--- src/rtl/rs_age_picker.sv ---
// rs_age_picker: reservation-station allocator and oldest-ready issue picker.
// Tracks the valid entries and an age matrix (age[i][j] = 1 means i is older
// than j). Each cycle the oldest entry whose sources are all ready is offered
// to the execution port.
// Handshake: issue_vld_rs1 offers issue_id_rs1; the entry is consumed only in
// a cycle where issue_vld_rs1 and issue_gnt_rs1 are both high. Without a grant
// the pick is recomputed the next cycle.
// Optional macro RS_PICK_WDOG_EN adds a no-progress watchdog driving wdog_hang.
module rs_age_picker #(
    parameter int NUM_ENTS    = 8,
    parameter int NUM_SRCS    = 2,
    parameter int WDOG_CYCLES = 1024
) (
    input  logic                           clk,
    input  logic                           reset,
    input  logic                           alloc_rs0,
    output logic                           alloc_rdy_rs0,
    output logic [$clog2(NUM_ENTS)-1:0]    alloc_id_rs0,
    output logic [NUM_ENTS-1:0]            e_alloc_rs0,
    input  logic [NUM_ENTS*NUM_SRCS-1:0]   src_ready_rs1,
    output logic                           issue_vld_rs1,
    output logic [$clog2(NUM_ENTS)-1:0]    issue_id_rs1,
    input  logic                           issue_gnt_rs1,
    input  logic                           flush,
    output logic [NUM_ENTS-1:0]            e_dealloc,
    output logic [$clog2(NUM_ENTS):0]      occupancy,
    output logic                           wdog_hang
);
    localparam int IW = $clog2(NUM_ENTS);
    localparam int OW = $clog2(NUM_ENTS) + 1;

    logic [NUM_ENTS-1:0] valid_q, valid_d;
    logic [NUM_ENTS-1:0] age_q [NUM_ENTS];
    logic [NUM_ENTS-1:0] age_d [NUM_ENTS];
    logic [NUM_ENTS-1:0] elig, sel;
    logic                alloc_fire, issue_fire;

    // Allocation: lowest free entry, gated by flush and reset.
    always_comb begin
        alloc_id_rs0 = '0;
        for (int i = NUM_ENTS - 1; i >= 0; i--) begin
            if (!valid_q[i]) alloc_id_rs0 = IW'(i);
        end
        alloc_rdy_rs0 = ~&valid_q;
        alloc_fire    = alloc_rs0 & alloc_rdy_rs0 & ~flush & ~reset;
        e_alloc_rs0   = '0;
        if (alloc_fire) e_alloc_rs0[alloc_id_rs0] = 1'b1;
    end

    // Pick: an eligible entry is selected when no eligible entry is older.
    always_comb begin
        elig         = '0;
        sel          = '0;
        issue_id_rs1 = '0;
        for (int e = 0; e < NUM_ENTS; e++) begin
            elig[e] = valid_q[e] & (&src_ready_rs1[e*NUM_SRCS +: NUM_SRCS]);
        end
        for (int e = 0; e < NUM_ENTS; e++) begin
            sel[e] = elig[e];
            for (int j = 0; j < NUM_ENTS; j++) begin
                if (j != e && elig[j] && age_q[j][e]) sel[e] = 1'b0;
            end
        end
        for (int e = NUM_ENTS - 1; e >= 0; e--) begin
            if (sel[e]) issue_id_rs1 = IW'(e);
        end
        issue_vld_rs1 = |elig;
        issue_fire    = issue_vld_rs1 & issue_gnt_rs1 & ~flush & ~reset;
    end

    // Dealloc strobes, next valid vector and age-matrix update.
    always_comb begin
        e_dealloc = '0;
        if (reset) e_dealloc = '0;
        else if (flush) e_dealloc = valid_q;
        else if (issue_fire) e_dealloc[issue_id_rs1] = 1'b1;
        valid_d = flush ? '0 : ((valid_q & ~e_dealloc) | e_alloc_rs0);
        age_d = age_q;
        if (alloc_fire) begin
            age_d[alloc_id_rs0] = '0;
            for (int j = 0; j < NUM_ENTS; j++) begin
                age_d[j][alloc_id_rs0] = valid_q[j];
            end
        end
    end

    // Occupancy is a popcount of the registered valid vector.
    always_comb begin
        occupancy = '0;
        for (int i = 0; i < NUM_ENTS; i++) occupancy = occupancy + OW'(valid_q[i]);
    end

    // State registers.
    always_ff @(posedge clk) begin
        if (reset) begin
            valid_q <= '0;
            for (int i = 0; i < NUM_ENTS; i++) age_q[i] <= '0;
        end else begin
            valid_q <= valid_d;
            for (int i = 0; i < NUM_ENTS; i++) age_q[i] <= age_d[i];
        end
    end

`ifdef RS_PICK_WDOG_EN
    localparam int WW = $clog2(WDOG_CYCLES) + 1;
    logic [WW-1:0] wdog_cnt_q, wdog_cnt_d;
    logic          wdog_hang_q, wdog_hang_d;

    // Count cycles with live entries but no grant; saturate at the threshold.
    always_comb begin
        wdog_cnt_d = wdog_cnt_q;
        if (flush || issue_fire || valid_q == '0) wdog_cnt_d = '0;
        else if (wdog_cnt_q < WW'(WDOG_CYCLES)) wdog_cnt_d = wdog_cnt_q + 1'b1;
        wdog_hang_d = wdog_hang_q | (wdog_cnt_d >= WW'(WDOG_CYCLES));
    end

    // Watchdog registers; the hang flag is sticky until reset.
    always_ff @(posedge clk) begin
        if (reset) begin
            wdog_cnt_q  <= '0;
            wdog_hang_q <= 1'b0;
        end else begin
            wdog_cnt_q  <= wdog_cnt_d;
            wdog_hang_q <= wdog_hang_d;
        end
    end

    assign wdog_hang = wdog_hang_q;

`ifdef ASSERT
    // Report the first cycle the watchdog fires.
    always @(posedge clk) begin
        if (!reset && wdog_hang_d && !wdog_hang_q) $error("rs_age_picker: watchdog hang");
    end
`endif
`else
    assign wdog_hang = 1'b0;
`endif

`ifndef SYNTHESIS
    // Protocol and structural invariants.
    always @(posedge clk) begin
        if (!reset) begin
            assert (NUM_ENTS >= 2 && NUM_ENTS <= 32 && (NUM_ENTS & (NUM_ENTS - 1)) == 0 && WDOG_CYCLES > 0)
                else $error("rs_age_picker: bad parameters");
            assert ($onehot0(sel)) else $error("rs_age_picker: sel not one-hot");
            assert ((e_alloc_rs0 & valid_q) == '0) else $error("rs_age_picker: alloc into valid entry");
            assert (!(issue_gnt_rs1 && !issue_vld_rs1)) else $error("rs_age_picker: gnt without vld");
            assert (!(alloc_rs0 && !alloc_rdy_rs0)) else $error("rs_age_picker: alloc while full");
            for (int i = 0; i < NUM_ENTS; i++) begin
                for (int j = 0; j < NUM_ENTS; j++) begin
                    if (i != j && valid_q[i] && valid_q[j])
                        assert (age_q[i][j] != age_q[j][i]) else $error("rs_age_picker: age not antisymmetric");
                end
            end
        end
    end
`endif

endmodule

--- config.mk ---
export PLATFORM = sky130hd
export DESIGN_NAME = rs_age_picker
export DESIGN_NICKNAME = d
export VERILOG_FILES = /design/src/rtl/rs_age_picker.sv
export SDC_FILE = /design/constraint.sdc
export NUM_CORES = 1
export LEC_CHECK = 0
export CORE_ASPECT_RATIO = 0.7
export CORE_MARGIN = 8
export CORE_UTILIZATION = 36
export DETAILED_ROUTE_END_ITERATION = 8
export PLACE_DENSITY = 0.65
export SYNTH_ARGS = -nofsm -noshare
export SYNTH_HDL_FRONTEND = slang
export SYNTH_SLANG_ARGS = --single-unit
--- constraint.sdc ---
create_clock -name clk -period 3.5 [get_ports clk]
set_input_delay 0.35 -clock clk [delete_from_list [all_inputs] [get_ports clk]]
set_output_delay 0.35 -clock clk [all_outputs]
set_load 0.005 [all_outputs]
; Yosys cells after proc, flatten, opt, wreduce, memory -nomap -nowiden
; Cells that the tools add are included.
[totals]
elab_cells = 205
inputBits = 21
ff_bits = 72
[classes]
bitwise = 22
order_cmp = 6
add_sub_neg = 7
n_mux = 90
reduce_logical = 71
[op_table]
columns = op, count
row1 = $and 64x64->64, 1
row2 = $bwmux 8, 8
row3 = $not 64->64, 1
row4 = $logic_and 1x1->1, 59
row5 = $mux 1, 58
row6 = $mux 3, 16
row7 = $mux 8, 5
row8 = $demux 8 s3, 1
row9 = $add 4x1->4, 4
row10 = $reduce_and 2->1, 8
row11 = $and 1x1->1, 14
row12 = $and 8x8->8, 1
row13 = $lt 3x4->1 const B, 2
row14 = $not 8->8, 1
row15 = $or 8x8->8, 1
row16 = $reduce_and 8->1, 1
row17 = $reduce_or 8->1, 1
row18 = $demux 1 s3, 2
row19 = $ge 3x1->1 const B, 2
row20 = $add 3x1->4, 1
row21 = $ge 4x4->1 const B, 1
row22 = $lt 4x1->1 const B, 1
row23 = $not 3->4, 1
row24 = $add 2x1->3, 1
row25 = 4 further kinds, 5

; Longest topological paths before layout
; Gate-level depths: netlist of the first run.
[logic_depth]
ltp_word = 28
ltp_mapped = 10

; Least setup slack after synthesis of the first run
; Ideal clock, no wire load.
[synth_timing]
path_type = reg2out
from = register valid_q[0]
to = output occupancy[2]
stages_incl_launch_ff = 10
arrival_ps = 2618
setup_slack_ps = 532
required_ps = 3150
path_cell_list = dfxtp_1 > fa_1 > inv_1 > fa_1 > fa_1 > inv_1 > ha_1 > inv_1 > fa_1 > xnor2_1
[synth_between]
elab_chain_len = 7
[synth_lines]
columns = item, line
row1 = from (decl), 32  ; logic [NUM_ENTS-1:0] valid_q, valid_d;
row2 = from (signal assigned), 99  ; valid_q <= valid_d;
row3 = $add 1x1->2, 90  ; for (int i = 0; i < NUM_ENTS; i++) occupancy = occupancy + OW'(valid_q[i]);
row4 = $add 2x1->3, 90
row5 = $add 3x1->4, 90
row6 = $add 4x1->4 (4 in a row), 90
row7 = to (decl), 26  ; output logic [$clog2(NUM_ENTS):0] occupancy,
; Every way passes these cells.

; Final worst setup path of the first run
[layout_timing]
from = register valid_q[0]
to = output e_dealloc[4]
[layout_between]
elab_chain_len = 24
word_cells_on_any_way = 84
cone_classes = 2 x order compare / 69 x mux / 4 x bitwise / 9 x reduce/logical
[layout_lines]
columns = item, line
row1 = $and 1x1->1 *, 56  ; elig[e] = valid_q[e] & (&src_ready_rs1[e*NUM_SRCS +: NUM_SRCS]);
row2 = $logic_and 1x1->1, 61  ; if (j != e && elig[j] && age_q[j][e]) sel[e] = 1'b0;
row3 = $mux 1 (7 in a row), 61
row4 = $mux 3 (8 in a row), 65  ; if (sel[e]) issue_id_rs1 = IW'(e);
row5 = $lt 3x4->1 (implied by the code) / $ge 3x1->1 (equally long branches), 76  ; else if (issue_fire) e_dealloc[issue_id_rs1] = 1'b1;
row6 = $logic_and 1x1->1 (implied by the code), 76
row7 = $mux 1 (implied by the code), 76
row8 = $demux 1 s3, 76
row9 = $mux 8 *, 76
row10 = $mux 8 *, 75  ; else if (flush) e_dealloc = valid_q;
row11 = $mux 8 *, 74  ; if (reset) e_dealloc = '0;
row12 = to (decl), 25  ; output logic [NUM_ENTS-1:0] e_dealloc,
; Mark *: on every way between the ends. The rest lies on a longest branch, timed or not.

==> results of run 1 <==
-- through the flow --
step	std cells	hold slack [ps]
after floorplan	377	440
after global placement	575	450
after detailed placement	575	459
after CTS	599	471
after global routing	601	493
final	601	470
-- metal layers --
metal  routed length (um)  part of all wire, %
met1                 5510                   43
met2                 5620                   43
met3                 1510                   12
met4                  296                  2.3
met5                    0                    0
-- where the power goes --
group / leakage, nW / internal [mW] / total [mW] / switching [mW]
clock network: 0.139 / 0.566 / 0.897 / 0.331
registers: 0.519 / 0.731 / 0.732 / 0.00140
logic: 1.18 / 0.0412 / 0.0962 / 0.0550
-- what timing repair did --
item	in CTS	in global routing
hold buffers	0	0
pin swaps	5	7
hold endpoints to repair	0	0
cloned	0	0
setup buffers	9	2
setup endpoints to repair	11	10
gates resized for setup	48	15
-- final cells by class --
type / count / area (um2)
Inverter: 22 / 82.6
Multi-Input combinational cell: 265 / 1960
Fill cell: 840 / 4290
Sequential cell: 64 / 1290
Timing Repair Buffer: 111 / 930
Clock buffer: 12 / 246
Tap cell: 124 / 155
Clock inverter: 3 / 42.5
-- final timing paths --
path              start      endpoint  slack (ps)  cells past startpoint
max          valid_q[0]  e_dealloc[4]          -7                     10
min           age_q[55]     age_q[55]         470                      1
max reg2reg  valid_q[7]     age_q[61]         630                      9
min reg2reg   age_q[55]     age_q[55]         470                      1
-- cell usage after synthesis, types with 2 or more instances --
library cell / count
or2_2: 2
and3_1: 7
a31o_1: 2
buf_4: 2
a311oi_1: 2
or3_2: 2
ha_1: 4
nand2b_1: 2
a22oi_1: 4
and4_1: 2
buf_2: 3
or3_1: 2
o21a_1: 20
o211ai_1: 2
nand4_1: 24
or3b_1: 2
a22o_1: 5
a31oi_1: 2
nor2_1: 37
o21ai_0: 9
nor3_1: 21
nor2b_1: 2
inv_1: 21
a2111oi_0: 2
a2111oi_2: 2
dfxtp_1: 64
fa_1: 4
nand2_1: 16
nor2_2: 2
a21boi_0: 2
o2111ai_1: 7
nand3_1: 7
clkbuf_1: 19
a21oi_1: 21
mux2i_1: 18
a22o_2: 2
and2_1: 2
a2111o_1: 2
o211a_1: 6
-- sequential cells by signal, summed over array words and instances (netlist names) --
name and count:
age_q 56, valid_q 8
-- logic make-up (layout without fill, tap and decap cells) --
family	count (synthesis)	count (layout)	synth area share [%]
other	1	1	0.113
AOI/OAI and AO/OA	100	100	23.9
buffers and inverters	48	148	6.01
adders and majority gates	8	8	3.93
xor gates and xnor gates	1	1	0.265
muxes	18	18	5.44
DFF	64	64	38.7
and+or+nand+nor	137	137	21.6
==> impl_metrics.yaml, run 1 <==
floorplan:
  ioPinCount: 50
  die_area_mm2: 0.0126
  core_mm2: 0.00900
  num_rows: 29
  initial_utilization_pct: 36.8
  die_h_um: 96.2
  fp.dieW_um: 131
timing:
  finalWorstSetupSlack_ps: -6.60
  fin_setup_tns_ps: -10.9
  slew_headroom_pct: 52.4
  finalSetupViolations: 2
  slew_violations: 0
  tightest_slew_ps: 705
  fin_skew_ps: 2.71
  rsz0062_at_grt: "true"
  fin_crit_sh_pct: 100
  hold_viol_final: 0
  min_period_ps: 3510
  fmax_mhz: 285
clock_tree:
  cts_max_path_buffers: 2
  clk_pin_slew_ps: 50
  htreeDepth: 3
  cts_buffers: 9
  root_buffer: "clkbuf_16"
  cts_tree: "yes"
  cts.sinks: 64
  clk_latency_ps: 330
routing:
  first_iter_violations: 469
  ant_nets: 0
  dr.pass1.iters: 5
  drc: 0
  wl_mm: 12.9
  vias: 3543
  post_drt_wl_per_cell_um: 21.5
  vias_per_cell: 5.90
synth:
  synthCells: 377
  async_reset_ff_share_pct: 0
  synth_flop_cell: "dfxtp_1"
  synth_area_leaders: "dfxtp_1 (39%), mux2i_1 (5.4%), nand4_1 (4.5%)"
  ys_types: 61
  syn_avg_cell_area_um2: 8.78
  synth_edf_count: 0
  synth_top_area_share_pct: 38.7
  yosysSeqAreaShare_pct: 38.7
  syn_nets: 406
  synth_area_leader_cell: "dfxtp_1"
  yosys_warnings: 0
  netlist_area_mm2: 0.00331
  synth-seq-cells: 64
grt:
  met2_usage_pct: 32.4
  grt.total_usage_pct: 21.0
  antenna_found_initial: 0
  grt_pass1_wl_mm: 19.5
  grt-busiest-layer: "met2"
  grt_pass1_vias: 3452
  grt_max_degree: 42
  grt_use_met3_pct: 6.36
  use_met1_pct: 27.2
  globalRoute.totalOverflow: 0
pwr:
  total_power_mw: 1.73
  vdd_drop_max_mv: 0.197
  power_density_mw_per_mm2: 366
  p_leak_nw: 1.84
worst_setup_path:
  worstPathMaxFanout: 8
  slowest_stage: "or3_2"
  crit_family: "simple AND/OR/NAND/NOR gates"
  crit_path_start_kind: "register"
  critPathMaxStageDelay_ps: 470
  path_cells: "buf_4 -> and3_4 -> a22o_2 -> a2111oi_2 -> nor2b_2 -> o31ai_4 -> buf_4 -> or3_2 -> a21oi_1 -> dlygate4sd2_1"
  path_common_cell: "buf_4"
  path_buf_inv: 3
  worstPathArrival_ps: 3160
  critPathCaptureType: "primary output"
  crit_required_ps: 3150
  worstSetupPathType: "reg -> out"
placement:
  place_area_mm2: 0.00422
  dp_hpwl_mm: 9.20
  pre_cts_ws_ps: -190
  portBuffers: 48
  place_congestion: 0.932
finish:
  postLayoutCellArea_mm2: 0.00471
  finalNetCount: 502
  diodes: 0
  area_delta_synth_final_pct: 42.3
  drive_gt1_share_pct: 26.0
  final_util_pct: 52.3
  layout_commonest_cell: "buf_4"
  layout_common_cells: "buf_4 (62), dfxtp_1 (57), nor2_1 (35)"
min_path:
  hold_path.class: "reg -> reg"
flow_run:
  cap_violations: 0
run_status:
  status: "finished, violations left"
  violations: "setup timing"
Power figures use the tool's default switching activity.
==> inputs of run 2 (changes only) <==
SKIP_LAST_GASP = 1   (was unset)
clock period = 4 ns   (was 3.5 ns; I/O delays follow)
==> run 2 against run 1 <==
- the run now ends clean
- worst hold slack lost 2.0 ps
- die area is the same
- critical path depth shrank 1
- combinational power shrank 20%
- wire length shrank 8.8%
- final area shrank 7.0%
- sequential share of layout area grew 2.0 points
- clock power grew 8.0%
- cell count shrank 6.7%
- register-to-register slack gained 620 ps
- non-clock buffer count shrank 41
==> impl_metrics.yaml, run 2 (synthesis results as in run 1) <==
run_status:
  status: "finished clean"
timing:
  finalWorstSetupSlack_ps: 126
  slew_violations: 0
  fmax_mhz: 258
  fin_crit_sh_pct: 96.9
  tightest_slew_ps: 685
  slew_headroom_pct: 53.9
  min_period_ps: 3870
  hold_viol_final: 0
  finalSetupViolations: 0
  hold_ws_ps: 468
  rsz0062_at_grt: "true"
  fin_skew_ps: 7.30
floorplan:
  die_area_mm2: 0.0126
  die_h_um: 96.2
  initial_utilization_pct: 36.8
  core_mm2: 0.00900
  fp.dieW_um: 131
  num_rows: 29
  ioPinCount: 50
placement:
  pre_cts_ws_ps: 103
  dp_cells: 545
  place_area_mm2: 0.00399
  place_congestion: 0.966
  dp_hpwl_mm: 8.71
  portBuffers: 48
worst_setup_path:
  r2r_end: "age_q[60]"
  crit_required_ps: 3600
  r2r_setup_slack_ps: 1250
  slowest_stage: "clkdlybuf4s50_1"
  worstPathMaxFanout: 9
  path_cells: "clkdlybuf4s50_1 -> and3_1 -> a22o_1 -> a2111o_1 -> a211oi_2 -> o31ai_4 -> or3_2 -> a21oi_1 -> clkdlybuf4s50_1"
  critPathMaxStageDelay_ps: 550
  crit_path_start_kind: "input pin"
  worstPathArrival_ps: 3470
  worstSetupPathType: "in -> out"
  critPathCaptureType: "primary output"
  reg2reg_from: "valid_q[6]"
  r2r_cells: 8
  path_common_cell: "clkdlybuf4s50_1"
finish:
  finalNonFillerCells: 561
  diodes: 0
  top_regs: "age_q (56), valid_q (8)"
  layout_common_cells: "dfxtp_1 (62), clkdlybuf4s50_1 (46), nor2_1 (37)"
  finalNetCount: 461
  layout_commonest_cell: "dfxtp_1"
  area_delta_synth_final_pct: 32.3
  drive_gt1_share_pct: 13.5
  largest_reg_flops: 56
  regArea_mm2: 0.00129
  postLayoutCellArea_mm2: 0.00438
  fillCellCount: 885
  multi_input_area_mm2: 0.00183
  regMostFlops: "age_q"
clock_tree:
  cts_max_path_buffers: 2
  root_buffer: "clkbuf_16"
  htreeDepth: 3
  clk_latency_ps: 330
  cts_buffers: 9
  cts_tree: "yes"
  clk_pin_slew_ps: 50
  cts.sinks: 64
grt:
  grt_pass1_wl_mm: 18.4
  globalRoute.totalOverflow: 0
  grt_pass1_vias: 3176
  grt.total_usage_pct: 19.6
  grt_max_degree: 42
  antenna_found_initial: 0
min_path:
  hold_path.class: "reg -> reg"
  hold_path_depth: 1
  whs_endpoint: "age_q[61]"
  hold_path_startpoint: "age_q[61]"
routing:
  wl_met1_mm: 5.27
  vias: 3316
  ant_nets: 0
  dr.pass1.iters: 5
  wl_mm: 11.8
  post_drt_wl_per_cell_um: 21.0
  met2_length_mm: 4.90
  first_iter_violations: 619
  vias_per_cell: 5.91
  drc: 0
  maxUsedRoutingLayer: "met4"
  met3_length_mm: 1.48
pwr:
  switching_share_pct: 20.3
  p_leak_nw: 1.65
  power_density_mw_per_mm2: 385
  p_switching_mw: 0.342
  clkPwrFrac_pct: 57.4
  vdd_drop_max_mv: 0.178
  combPwrFrac_pct: 4.6
  power_frac_seq_pct: 38.0
  p_int_mw: 1.34
flow_run:
  cap_violations: 0
[run 2: cell types whose count changed in the layout (fill, tap and decap cells not counted), sizes merged]
cell / previous run / this run
buf: 65 / 22
bufinv: 1 / 4
clkbuf: 12 / 9
clkdlybuf4s15: 1 / 0
clkdlybuf4s50: 31 / 46
clkinvlp: 1 / 2
dlygate4sd2: 14 / 0
dlymetal6s2s: 0 / 2
[run 2: worst max path at each step]
stage | startpoint | to | slack [ps] | depth (start not counted)
after CTS | valid_q[1] | occupancy[2] | 40 | 10
after floorplan | valid_q[0] | occupancy[2] | 980 | 9
final | src_ready_rs1[14] | e_dealloc[4] | 130 | 9
after global routing | src_ready_rs1[15] | e_dealloc[6] | -40 | 8
after detailed placement | src_ready_rs1[0] | e_dealloc[4] | 100 | 9
after global placement | src_ready_rs1[14] | e_dealloc[4] | 140 | 9
[run 2: layout make-up]
cell class	count	share of cell area (%)
Multi-Input combinational cell	265	41.9
Clock buffer	9	5.14
Timing Repair Buffer	70	14.9
Tap cell	124	3.54
Clock inverter	7	3.29
Inverter	22	1.89
Sequential cell	64	29.4
[run 2: power by group through the flow]
stage	sequential, mW	combinational, mW	clock [mW]
5_1_grt	0.640	0.0832	1.01
3_5_place_dp	0.655	0.0755	0
2_1_floorplan	0.655	0.0291	0
6_report	0.640	0.0773	0.969
4_1_cts	0.641	0.0763	0.976
3_3_place_gp	0.654	0.0745	0
[run 2: timing repair]
item	4_1_cts	5_1_grt
hold buffers	0	0
resized for setup	1	5
gates cloned	0	0
endpoints found under the setup margin	1	7
pin swaps	0	2
setup buffers	0	0
endpoints found under the hold margin	0	0
[run 2: metrics by stage]
step	util, %	power [mW]	setup TNS (ps)
CTS	48.5	1.69	0
detailed placement	44.4	0.730	0
global placement	44.4	0.729	0
finish	48.7	1.69	0
global route	48.7	1.73	-62.1
floorplan	-	0.684	0
[run 2: worst max-delay path, delay by kind of cell]
kind / cells / cell delay (ps)
AOI/OAI and AO/OA: 5 / 1200
buffers and inverters: 2 / 1070
and+or+nand+nor: 2 / 800
[run 2: layer usage]
metal | track usage, % | vias up
li1 | - | 1502
met1 | 27.0 | 1608
met3 | 7.42 | 17
met4 | 6.28 | 0
met2 | 27.4 | 189
met5 | 0 | -
==> inputs of run 3 (changes only) <==
CORE_UTILIZATION = 54   (was 36)
MAX_ROUTING_LAYER = met4   (was unset)
PLACE_DENSITY = 0.88   (was 0.65)
==> run 3 against run 2 <==
- via count rose by 2.2%
- global-route usage is 7.7 points higher
- combinational power increased by 3.6%
- core utilization rose by 22 points
- first-iteration DRC count fell by 33%
- largest power group unchanged
==> impl_metrics.yaml, run 3 (synthesis results as in run 1) <==
placement:
  portBuffers: 48
  place_area_mm2: 0.00395
  place_congestion: 1.02
  dp_hpwl_mm: 8.33
grt:
  grt_pass1_wl_mm: 17.8
  grt_pass1_vias: 3202
  grt_max_degree: 42
  globalRoute.totalOverflow: 0
  grt.total_usage_pct: 27.3
  antenna_found_initial: 0
clock_tree:
  cts_buffers: 9
  clk_pin_slew_ps: 70
  cts_tree: "yes"
  root_buffer: "clkbuf_8"
  cts.sinks: 64
  cts_max_path_buffers: 2
  htreeDepth: 3
  clk_latency_ps: 350
finish:
  fillCellCount: 490
  drive_gt1_share_pct: 14.5
  final_util_pct: 70.2
  area_delta_synth_final_pct: 28.6
  layout_common_cells: "dfxtp_1 (63), clkdlybuf4s50_1 (46), nor2_1 (37)"
  top_regs: "age_q (56), valid_q (8)"
  regMostFlops: "age_q"
  largest_reg_flops: 56
  layout_commonest_cell: "dfxtp_1"
  postLayoutCellArea_mm2: 0.00426
  finalNetCount: 464
  diodes: 0
routing:
  ant_nets: 0
  vias_per_cell: 6.54
  first_iter_violations: 414
  drc: 0
  dr.pass1.iters: 5
  vias: 3390
  wl_mm: 11.6
  post_drt_wl_per_cell_um: 22.3
pwr:
  vdd_drop_max_mv: 0.268
  total_power_mw: 1.45
  p_leak_nw: 1.62
  power_density_mw_per_mm2: 340
timing:
  finalSetupViolations: 0
  tightest_slew_ps: 627
  fmax_mhz: 258
  slew_violations: 0
  fin_skew_ps: 6.50
  fin_setup_tns_ps: 0
  hold_viol_final: 0
  fin_crit_sh_pct: 96.9
  rsz0062_at_grt: "false"
  min_period_ps: 3870
  slew_headroom_pct: 57.1
worst_setup_path:
  crit_family: "compound AO/OA/AOI/OAI gates"
  worstPathMaxFanout: 8
  worstPathArrival_ps: 3470
  crit_required_ps: 3600
  path_buf_inv: 2
  slowest_stage: "clkdlybuf4s50_1"
  worstSetupPathType: "in -> out"
  crit_path_start_kind: "input pin"
  critPathMaxStageDelay_ps: 540
  path_cells: "clkdlybuf4s50_1 -> and3_1 -> a22o_1 -> a2111oi_4 -> nor2b_2 -> o31ai_4 -> or3b_1 -> a21oi_1 -> clkdlybuf4s50_1"
  cp.depth: 9
  r2r_end: "age_q[59]"
  reg2reg_from: "valid_q[4]"
  r2r_cells: 8
  critPathCaptureType: "primary output"
  path_common_cell: "clkdlybuf4s50_1"
  r2r_setup_slack_ps: 920
floorplan:
  die_h_um: 81.5
  die_area_mm2: 0.00893
  fp.dieW_um: 110
  num_rows: 24
  core_mm2: 0.00607
  ioPinCount: 50
  initial_utilization_pct: 54.6
run_status:
  status: "finished clean"
min_path:
  hold_path.class: "reg -> reg"
  hold_path_startpoint: "age_q[38]"
  hold_path_depth: 1
  whs_endpoint: "age_q[38]"
flow_run:
  cap_violations: 0
run 3: final cells by class:
class,instances,area [um2],area share [%]
Tap cell,78,97.6,2.29
Multi-Input combinational cell,265,1860,43.6
Inverter,22,82.6,1.94
Clock inverter,4,98.8,2.32
Sequential cell,64,1280,30.1
Timing Repair Buffer,73,673,15.8
Clock buffer,12,165,3.88
run 3: report_power, final:
group / switching (mW) / internal [mW] / total (mW) / leakage, nW
Sequential: 0.00129 / 0.638 / 0.640 / 0.516
Combinational: 0.0459 / 0.0343 / 0.0801 / 0.974
Clock: 0.261 / 0.466 / 0.727 / 0.133
Total: 0.308 / 1.14 / 1.45 / 1.62
run 3: worst max-delay path by stage:
stage	startpoint	end	slack [ps]
5_1_grt	valid_q[0]	e_dealloc[1]	4
3_3_place_gp	src_ready_rs1[0]	e_dealloc[6]	180
2_1_floorplan	valid_q[0]	occupancy[2]	980
3_5_place_dp	src_ready_rs1[0]	e_dealloc[1]	100
4_1_cts	valid_q[0]	occupancy[2]	60
6_report	src_ready_rs1[0]	e_dealloc[1]	130
run 3: what timing repair did:
| item | in CTS | in global routing |
|---|---|---|
| hold buffers | 0 | 0 |
| setup buffers | 0 | 1 |
| resized for setup | 0 | 9 |
| hold endpoints to repair | 0 | 0 |
| setup endpoints to repair | 0 | 8 |
run 3: worst register-to-register path, cell delays in order (launching register included):
cell	delay, ps
dfxtp_1	690
buf_4	270
nand4_1	190
o311ai_0	590
nand2b_1	360
nor2_2	130
buf_4	210
nor2_1	400
o21a_1	190
run 3: metrics by stage:
stage	cells	worst slack, ps	hold slack [ps]
CTS	517	58.2	470
global route	518	4.43	478
finish	518	125	468
floorplan	377	982	440
global placement	501	180	451
detailed placement	501	98.3	454
run 3: metal layers:
metal	vias up	global-route usage [%]	wire length, um
met3	49	11.2	1790
li1	1502	-	-
met5	-	-	0
met4	0	7.79	320
met1	1567	35.0	4730
met2	272	38.7	4730
